[config.mk]
export PLATFORM = sky130hd
export DESIGN_NAME = m_cntsched
export DESIGN_NICKNAME = d
export VERILOG_FILES = /design/src/rtl/m_cntsched_pkg.sv /design/src/rtl/m_cntsched_acc.sv /design/src/rtl/m_cntsched.sv
export SDC_FILE = /design/constraint.sdc
export NUM_CORES = 1
export LEC_CHECK = 0
export BUFFER_PORTS_ARGS = -buffer_cell sky130_fd_sc_hd__buf_2
export CAP_MARGIN = 10
export CORE_UTILIZATION = 48
export CTS_CLUSTER_SIZE = 40
export DETAILED_ROUTE_END_ITERATION = 12
export GPL_TIMING_DRIVEN = 0
export PLACE_DENSITY = 0.74
export SLEW_MARGIN = 20
export SYNTH_ARGS = -nofsm -noshare
export SYNTH_HDL_FRONTEND = slang
export SYNTH_HIERARCHICAL = 1
export SYNTH_SLANG_ARGS = --single-unit
[constraint.sdc]
create_clock -name clk -period 5.2 [get_ports clk]
set_input_delay 0.26 -clock clk [delete_from_list [all_inputs] [get_ports clk]]
set_output_delay 0.26 -clock clk [all_outputs]
set_load 0.02 [all_outputs]
[src/rtl/m_cntsched_pkg.sv]
// rtl/m_cntsched_pkg.sv - shared encodings for the counter scheduler
package m_cntsched_pkg;

  typedef enum logic [2:0] {
    ST_IDLE   = 3'd0,
    ST_CYC_LO = 3'd1,
    ST_CYC_HI = 3'd2,
    ST_IRT_LO = 3'd3,
    ST_IRT_HI = 3'd4,
    ST_CSR_WR = 3'd5,
    ST_CSR_RD = 3'd6
  } state_t;

  localparam logic [1:0] SEL_MCYCLE    = 2'b00;
  localparam logic [1:0] SEL_MCYCLEH   = 2'b01;
  localparam logic [1:0] SEL_MINSTRET  = 2'b10;
  localparam logic [1:0] SEL_MINSTRETH = 2'b11;

  localparam int PENDW_DEF = 9;

endpackage

[src/rtl/m_cntsched_acc.sv]
// rtl/m_cntsched_acc.sv - saturating pending accumulator with whole-value drain
module m_cntsched_acc #(
  parameter int W  = 9,
  parameter int AW = 6
) (
  input  logic          clk,
  input  logic          rst_n,
  input  logic          add_en,
  input  logic [AW-1:0] add,
  input  logic          drain,
  output logic [W-1:0]  value,
  output logic          ovf
);

  logic [W:0] base;
  logic [W:0] sum;

  // A drain always consumes the whole value, so only the new add-in survives it
  always_comb begin
    base = drain ? '0 : {1'b0, value};
    sum  = base + (add_en ? (W+1)'(add) : '0);
  end

  always_ff @(posedge clk or negedge rst_n) begin
    if (!rst_n) begin
      value <= '0;
      ovf   <= 1'b0;
    end else if (sum[W]) begin
      value <= '1;
      ovf   <= 1'b1;
    end else begin
      value <= sum[W-1:0];
    end
  end

endmodule

[src/rtl/m_cntsched.sv]
// rtl/m_cntsched.sv - one shared 32-bit adder time-multiplexed over mcycle/minstret
module m_cntsched
  import m_cntsched_pkg::*;
#(
  parameter int DW          = 6,
  parameter int PENDW       = PENDW_DEF,
  parameter int HAS_INSTRET = 1
) (
  input  logic          clk,
  input  logic          rst_n,
  input  logic          ofetch,
  input  logic [DW-1:0] delta,
  input  logic          retire,
  input  logic          csr_re,
  input  logic          csr_we,
  input  logic [1:0]    csr_sel,
  input  logic [31:0]   csr_wdat,
  output logic [31:0]   csr_rdat,
  output logic          csr_ack,
  output logic          pend_ovf,
  output logic [2:0]    dbg_state
);

  localparam bit IRT_EN = (HAS_INSTRET != 0);

  state_t state, nxt;
  logic [31:0] mcycle, mcycleh, minstret, minstreth;
  logic        cyc_c, irt_c;
  logic [PENDW-1:0] pcyc;
  logic [3:0]  pirt;
  logic        pcyc_ovf, pirt_ovf;
  logic [31:0] snap;
  logic        snap_vld, snap_irt;
  logic [31:0] add_a, add_b, add_sum, rd_val;
  logic [32:0] add_full;
  logic        add_co;

  m_cntsched_acc #(.W(PENDW), .AW(DW)) u_pcyc (
    .clk(clk), .rst_n(rst_n), .add_en(ofetch), .add(delta),
    .drain(state == ST_CYC_LO), .value(pcyc), .ovf(pcyc_ovf)
  );

  m_cntsched_acc #(.W(4), .AW(1)) u_pirt (
    .clk(clk), .rst_n(rst_n), .add_en(retire && IRT_EN), .add(1'b1),
    .drain(state == ST_IRT_LO), .value(pirt), .ovf(pirt_ovf)
  );

  assign pend_ovf  = pcyc_ovf | pirt_ovf;
  assign dbg_state = state;

  always_comb begin
    add_a = '0;
    add_b = '0;
    case (state)
      ST_CYC_LO: begin add_a = mcycle;    add_b = 32'(pcyc); end
      ST_CYC_HI: begin add_a = mcycleh;   add_b = 32'd1;     end
      ST_IRT_LO: begin add_a = minstret;  add_b = 32'(pirt); end
      ST_IRT_HI: begin add_a = minstreth; add_b = 32'd1;     end
      default: ;
    endcase
    add_full = {1'b0, add_a} + {1'b0, add_b};
    add_sum  = add_full[31:0];
    add_co   = add_full[32];
  end

  // High words come from the snapshot taken by the paired low-word read
  always_comb begin
    rd_val = '0;
    case (csr_sel)
      SEL_MCYCLE:   rd_val = mcycle;
      SEL_MCYCLEH:  rd_val = (snap_vld && !snap_irt) ? snap : mcycleh;
      SEL_MINSTRET: rd_val = IRT_EN ? minstret : '0;
      default:      rd_val = !IRT_EN ? '0 : (snap_vld && snap_irt) ? snap : minstreth;
    endcase
  end

  // Reads reach the bottom of the priority chain only once both counters are settled
  always_comb begin
    nxt = ST_IDLE;
    case (state)
      ST_IDLE: begin
        if (cyc_c)                          nxt = ST_CYC_HI;
        else if (irt_c)                     nxt = ST_IRT_HI;
        else if (csr_we)                    nxt = ST_CSR_WR;
        else if (pcyc != '0)                nxt = ST_CYC_LO;
        else if (IRT_EN && (pirt != '0))    nxt = ST_IRT_LO;
        else if (csr_re)                    nxt = ST_CSR_RD;
      end
      ST_CYC_LO: nxt = add_co ? ST_CYC_HI : ST_IDLE;
      ST_IRT_LO: nxt = add_co ? ST_IRT_HI : ST_IDLE;
      default:   nxt = ST_IDLE;
    endcase
  end

  always_ff @(posedge clk or negedge rst_n) begin
    if (!rst_n) begin
      state     <= ST_IDLE;
      mcycle    <= '0;
      mcycleh   <= '0;
      minstret  <= '0;
      minstreth <= '0;
      cyc_c     <= 1'b0;
      irt_c     <= 1'b0;
      snap      <= '0;
      snap_vld  <= 1'b0;
      snap_irt  <= 1'b0;
      csr_ack   <= 1'b0;
      csr_rdat  <= '0;
    end else begin
      state   <= nxt;
      csr_ack <= (nxt == ST_CSR_WR) || (nxt == ST_CSR_RD);
      case (state)
        ST_CYC_LO: begin mcycle  <= add_sum; cyc_c <= add_co; end
        ST_CYC_HI: begin mcycleh <= add_sum; cyc_c <= 1'b0;   end
        ST_IRT_LO: if (IRT_EN) begin minstret  <= add_sum; irt_c <= add_co; end
        ST_IRT_HI: if (IRT_EN) begin minstreth <= add_sum; irt_c <= 1'b0;   end
        ST_CSR_WR: begin
          snap_vld <= 1'b0;
          case (csr_sel)
            SEL_MCYCLE:   begin mcycle <= csr_wdat; cyc_c <= 1'b0; end
            SEL_MCYCLEH:  mcycleh <= csr_wdat;
            SEL_MINSTRET: if (IRT_EN) begin minstret <= csr_wdat; irt_c <= 1'b0; end
            default:      if (IRT_EN) minstreth <= csr_wdat;
          endcase
        end
        default: ;
      endcase
      if (nxt == ST_CSR_RD) begin
        csr_rdat <= rd_val;
        case (csr_sel)
          SEL_MCYCLE:   begin snap <= mcycleh;   snap_vld <= 1'b1;   snap_irt <= 1'b0; end
          SEL_MINSTRET: begin snap <= minstreth; snap_vld <= IRT_EN; snap_irt <= 1'b1; end
          SEL_MCYCLEH:  if (snap_irt)  snap_vld <= 1'b0;
          default:      if (!snap_irt) snap_vld <= 1'b0;
        endcase
      end
    end
  end

endmodule

==> flow_summary.yaml <==
power_and_ir_drop:
  peakVddDrop_uv: 275.2
  p_leak_uw: 0.006050
  powerDensity_nw_per_um2: 403.1
  total_power_uw: 5902
hold_path:
  min_to: "minstret[23]"
  hp-class: "input pin to flip-flop"
  min_path_cells: 3
  worstHoldStart: "csr_wdat[23]"
cts:
  root_buffer: "clkbuf_16"
  cts_buffers: 26
  htree_levels: 1
  cts.clk_slew.worst_paths_ps: 60
  cts_tree: "yes"
  clock_latency_ps: 550
  cts_num_sinks: 215
  clockBufferDepth: 3
worst_setup_path:
  path_cells: "buf_4, nor3b_4, buf_8, buf_4, a22o_1, a221o_1, ha_1, fa_1, a21oi_1, o211ai_1, a21boi_1, or3_1, buf_4, or4b_4, o22ai_4, or3b_1, buf_2, buf_6, o2bb2ai_2"
  crit_path_end_kind: "flip-flop"
  cp.arrival_ps: 5600
  timing.critical_path.required_ps: 5640
  ff2ff_setup_slack_ps: 50
  reg2reg_depth: 19
  timing.rr.end: "snap[10]"
  critPathLaunchType: "flip-flop"
  path_max_fanout: 19
  crit_slowest_cell: "or4b_4"
  path_buf_inv: 6
  r2r_start: "dbg_state[1]"
  criticalPathCategory: "flip-flop to flip-flop"
  crit_path_frequent_cell: "buf_4"
  crit_family: "simple AND/OR/NAND/NOR gates"
  crit_path_max_incr_delay_ps: 590
grt:
  global_route.overflow_total: 0
  grt_pass1_wl_mm: 66.54
  grt_max_degree: 84
  antenna_found_initial: 0
  grt_use_total: 0.3255
  grt_pass1_vias: 11542
timing:
  worst_slew_pin_slew_ps: 1076
  period_needed_ps: 5154
  fin_crit_sh: 0.9912
  finalHoldViolations: 0
  finalSetupViolCount: 0
  hold_slack_ps: 43.09
  fmaxAchievable_mhz: 194.0
  skew_ps: 36.24
  max-slew-margin-rel: 0.2829
  slew_violations: 0
synth:
  synthTopCellsByArea: "dfrtp_1, mux2_2, mux2i_1"
  synth_edf_count: 0
  ys_ff_latch: 215
  synth_top_area_share: 0.4241
  muxShareOfSynthArea: 0.1276
  synth-simple-area-share: 0.1566
  synth_seq_area_share: 0.4241
  synthArstFlopShare: 1.000
  synth_top_family_by_area: "compound AO/OA/AOI/OAI gates"
  synth-compound-area-share: 0.2149
  synth_nets: 1391
  synthAdderAreaFrac: 0.01993
  avgSynthCellArea_um2: 9.566
  syn_area_um2: 12680
  netlist.top_cell.by_area: "dfrtp_1"
  synth_warnings: 6
  synth_xor_area_frac: 0.01726
  synth_cell_type_count: 79
  synthFlopType: "dfrtp_1"
  synthCells: 1326
run_status:
  status: "completed"
route:
  drt_wl_total_mm: 43.43
  wl_per_cell_um: 24.14
  first_pass_iters: 6
  ant_nets: 0
  via_per_inst: 6.511
  via_count: 11714
  drt_iter0_drc: 1561
  drcViolationCount: 0
job:
  drv_cap: 0
die:
  design.die.area_um2: 27080
  placementRows: 59
  floorplan.die.height_um: 164.6
  die_w_um: 164.6
  start_util: 0.4882
  core_area_um2: 25980
  boundaryPins: 83
final_layout:
  post-route-util: 0.5635
  drive_above_1_share: 0.2049
  finalNonFillerCells: 1799
  num-nets-final: 1511
  syn2layout_area_growth_pct: 15.43
  antenna_cells: 0
place:
  port_buffers: 81
  globalplace.congestion: 0.9783
  dp.cells: 1744
  dp_hpwl_mm: 29.09
==> tightest hold or removal path, stage by stage <==
cell and delay, ps:
buf_2 130, a32oi_1 100, o21ai_0 70
==> layout by cell type (no fill, tap or decap), types with 34 or more instances in the layout <==
| cell type | Yosys | final |
|---|---|---|
| nor2_1 | 110 | 109 |
| nand3_1 | 70 | 70 |
| nand2_1 | 131 | 130 |
| clkbuf_1 | 73 | 68 |
| a21oi_1 | 58 | 57 |
| o211ai_1 | 34 | 34 |
| dfrtp_1 | 215 | 212 |
| a31oi_1 | 51 | 51 |
| buf_2 | 15 | 86 |
| o21ai_0 | 102 | 102 |
| mux2i_1 | 77 | 77 |
| mux2_2 | 73 | 73 |
==> synthesized netlist by cell type (16+ instances only) <==
master / number
dfrtp_1: 215
nand2_1: 131
nor2_1: 110
o21ai_0: 102
mux2i_1: 77
clkbuf_1: 73
mux2_2: 73
nand3_1: 70
a21oi_1: 58
a31oi_1: 51
o211ai_1: 34
o2bb2ai_2: 30
ha_1: 17
nor2b_1: 17
a22o_1: 16
==> worst max-delay path by stage <==
| stage | to | start | depth (start not counted) | slack [ps] |
|---|---|---|---|---|
| after floorplan | snap[10] | dbg_state[1] | 18 | 340 |
| after global placement | csr_rdat[29] | dbg_state[1] | 18 | -1160 |
| after detailed placement | csr_rdat[29] | dbg_state[0] | 18 | -1230 |
| after CTS | snap[10] | dbg_state[1] | 19 | 3 |
| after global routing | snap[10] | dbg_state[1] | 19 | -10 |
| final | snap[10] | dbg_state[1] | 19 | 50 |
==> state kept, by name, indices dropped and copies added, names as in the netlist, 3 cells and up <==
name	cells
snap	32
u_pcyc/value	9
mcycle	32
csr_rdat	32
minstreth	32
minstret	32
mcycleh	32
u_pirt/value	4
dbg_state	3
==> routing by layer <==
layer / track usage / vias to the layer above / wire length, µm
li1: - / 5099 / -
met1: 0.4274 / 5689 / 16720
met2: 0.4906 / 765 / 19250
met3: 0.08463 / 161 / 5161
met4: 0.1747 / 0 / 2299
met5: 0 / - / 0
==> report_power, final <==
part,internal (µW),switching [µW]
combinational,662,708
clock,1110,728
sequential,2180,514
total,3950,1950
==> layout make-up <==
class | count | area (µm²)
clock buffers | 36 | 759.5
fillers | 2351 | 11340
flip-flops and latches | 215 | 5384
clock inverters | 10 | 103.9
inverters | 16 | 61.31
multi-input cells | 991 | 6858
repair buffers | 96 | 570.5
well taps | 335 | 419.2
plain buffers | 100 | 485.5
==> per-stage QoR <==
step                instance area (µm²)  worst slack, ps  setup TNS (ps)
CTS                               14600            3.495               0
floorplan                         12680            336.0               0
global route                      14640           -13.49          -31.56
detailed placement                13580            -1225          -93630
finish                            14640            45.95               0
global placement                  13510            -1159          -86020
==> kinds of logic after synthesis <==
logic type,Yosys count
DFF,215
and+or+nand+nor,416
other,1
muxes,152
buffers and inverters,120
AOI/OAI and AO/OA,378
xor gates and xnor gates,25
adders and majority gates,19
==> timing repair <==
action | 4_1_cts | 5_1_grt
hold buffers | 1 | 0
pin swaps | 5 | 5
buffers inserted | 8 | 4
gates cloned | 0 | 0
resized for setup | 41 | 7
setup endpoints to repair | 145 | 67
hold endpoints to repair | 71 | 0
Power figures use the tool's default switching activity.
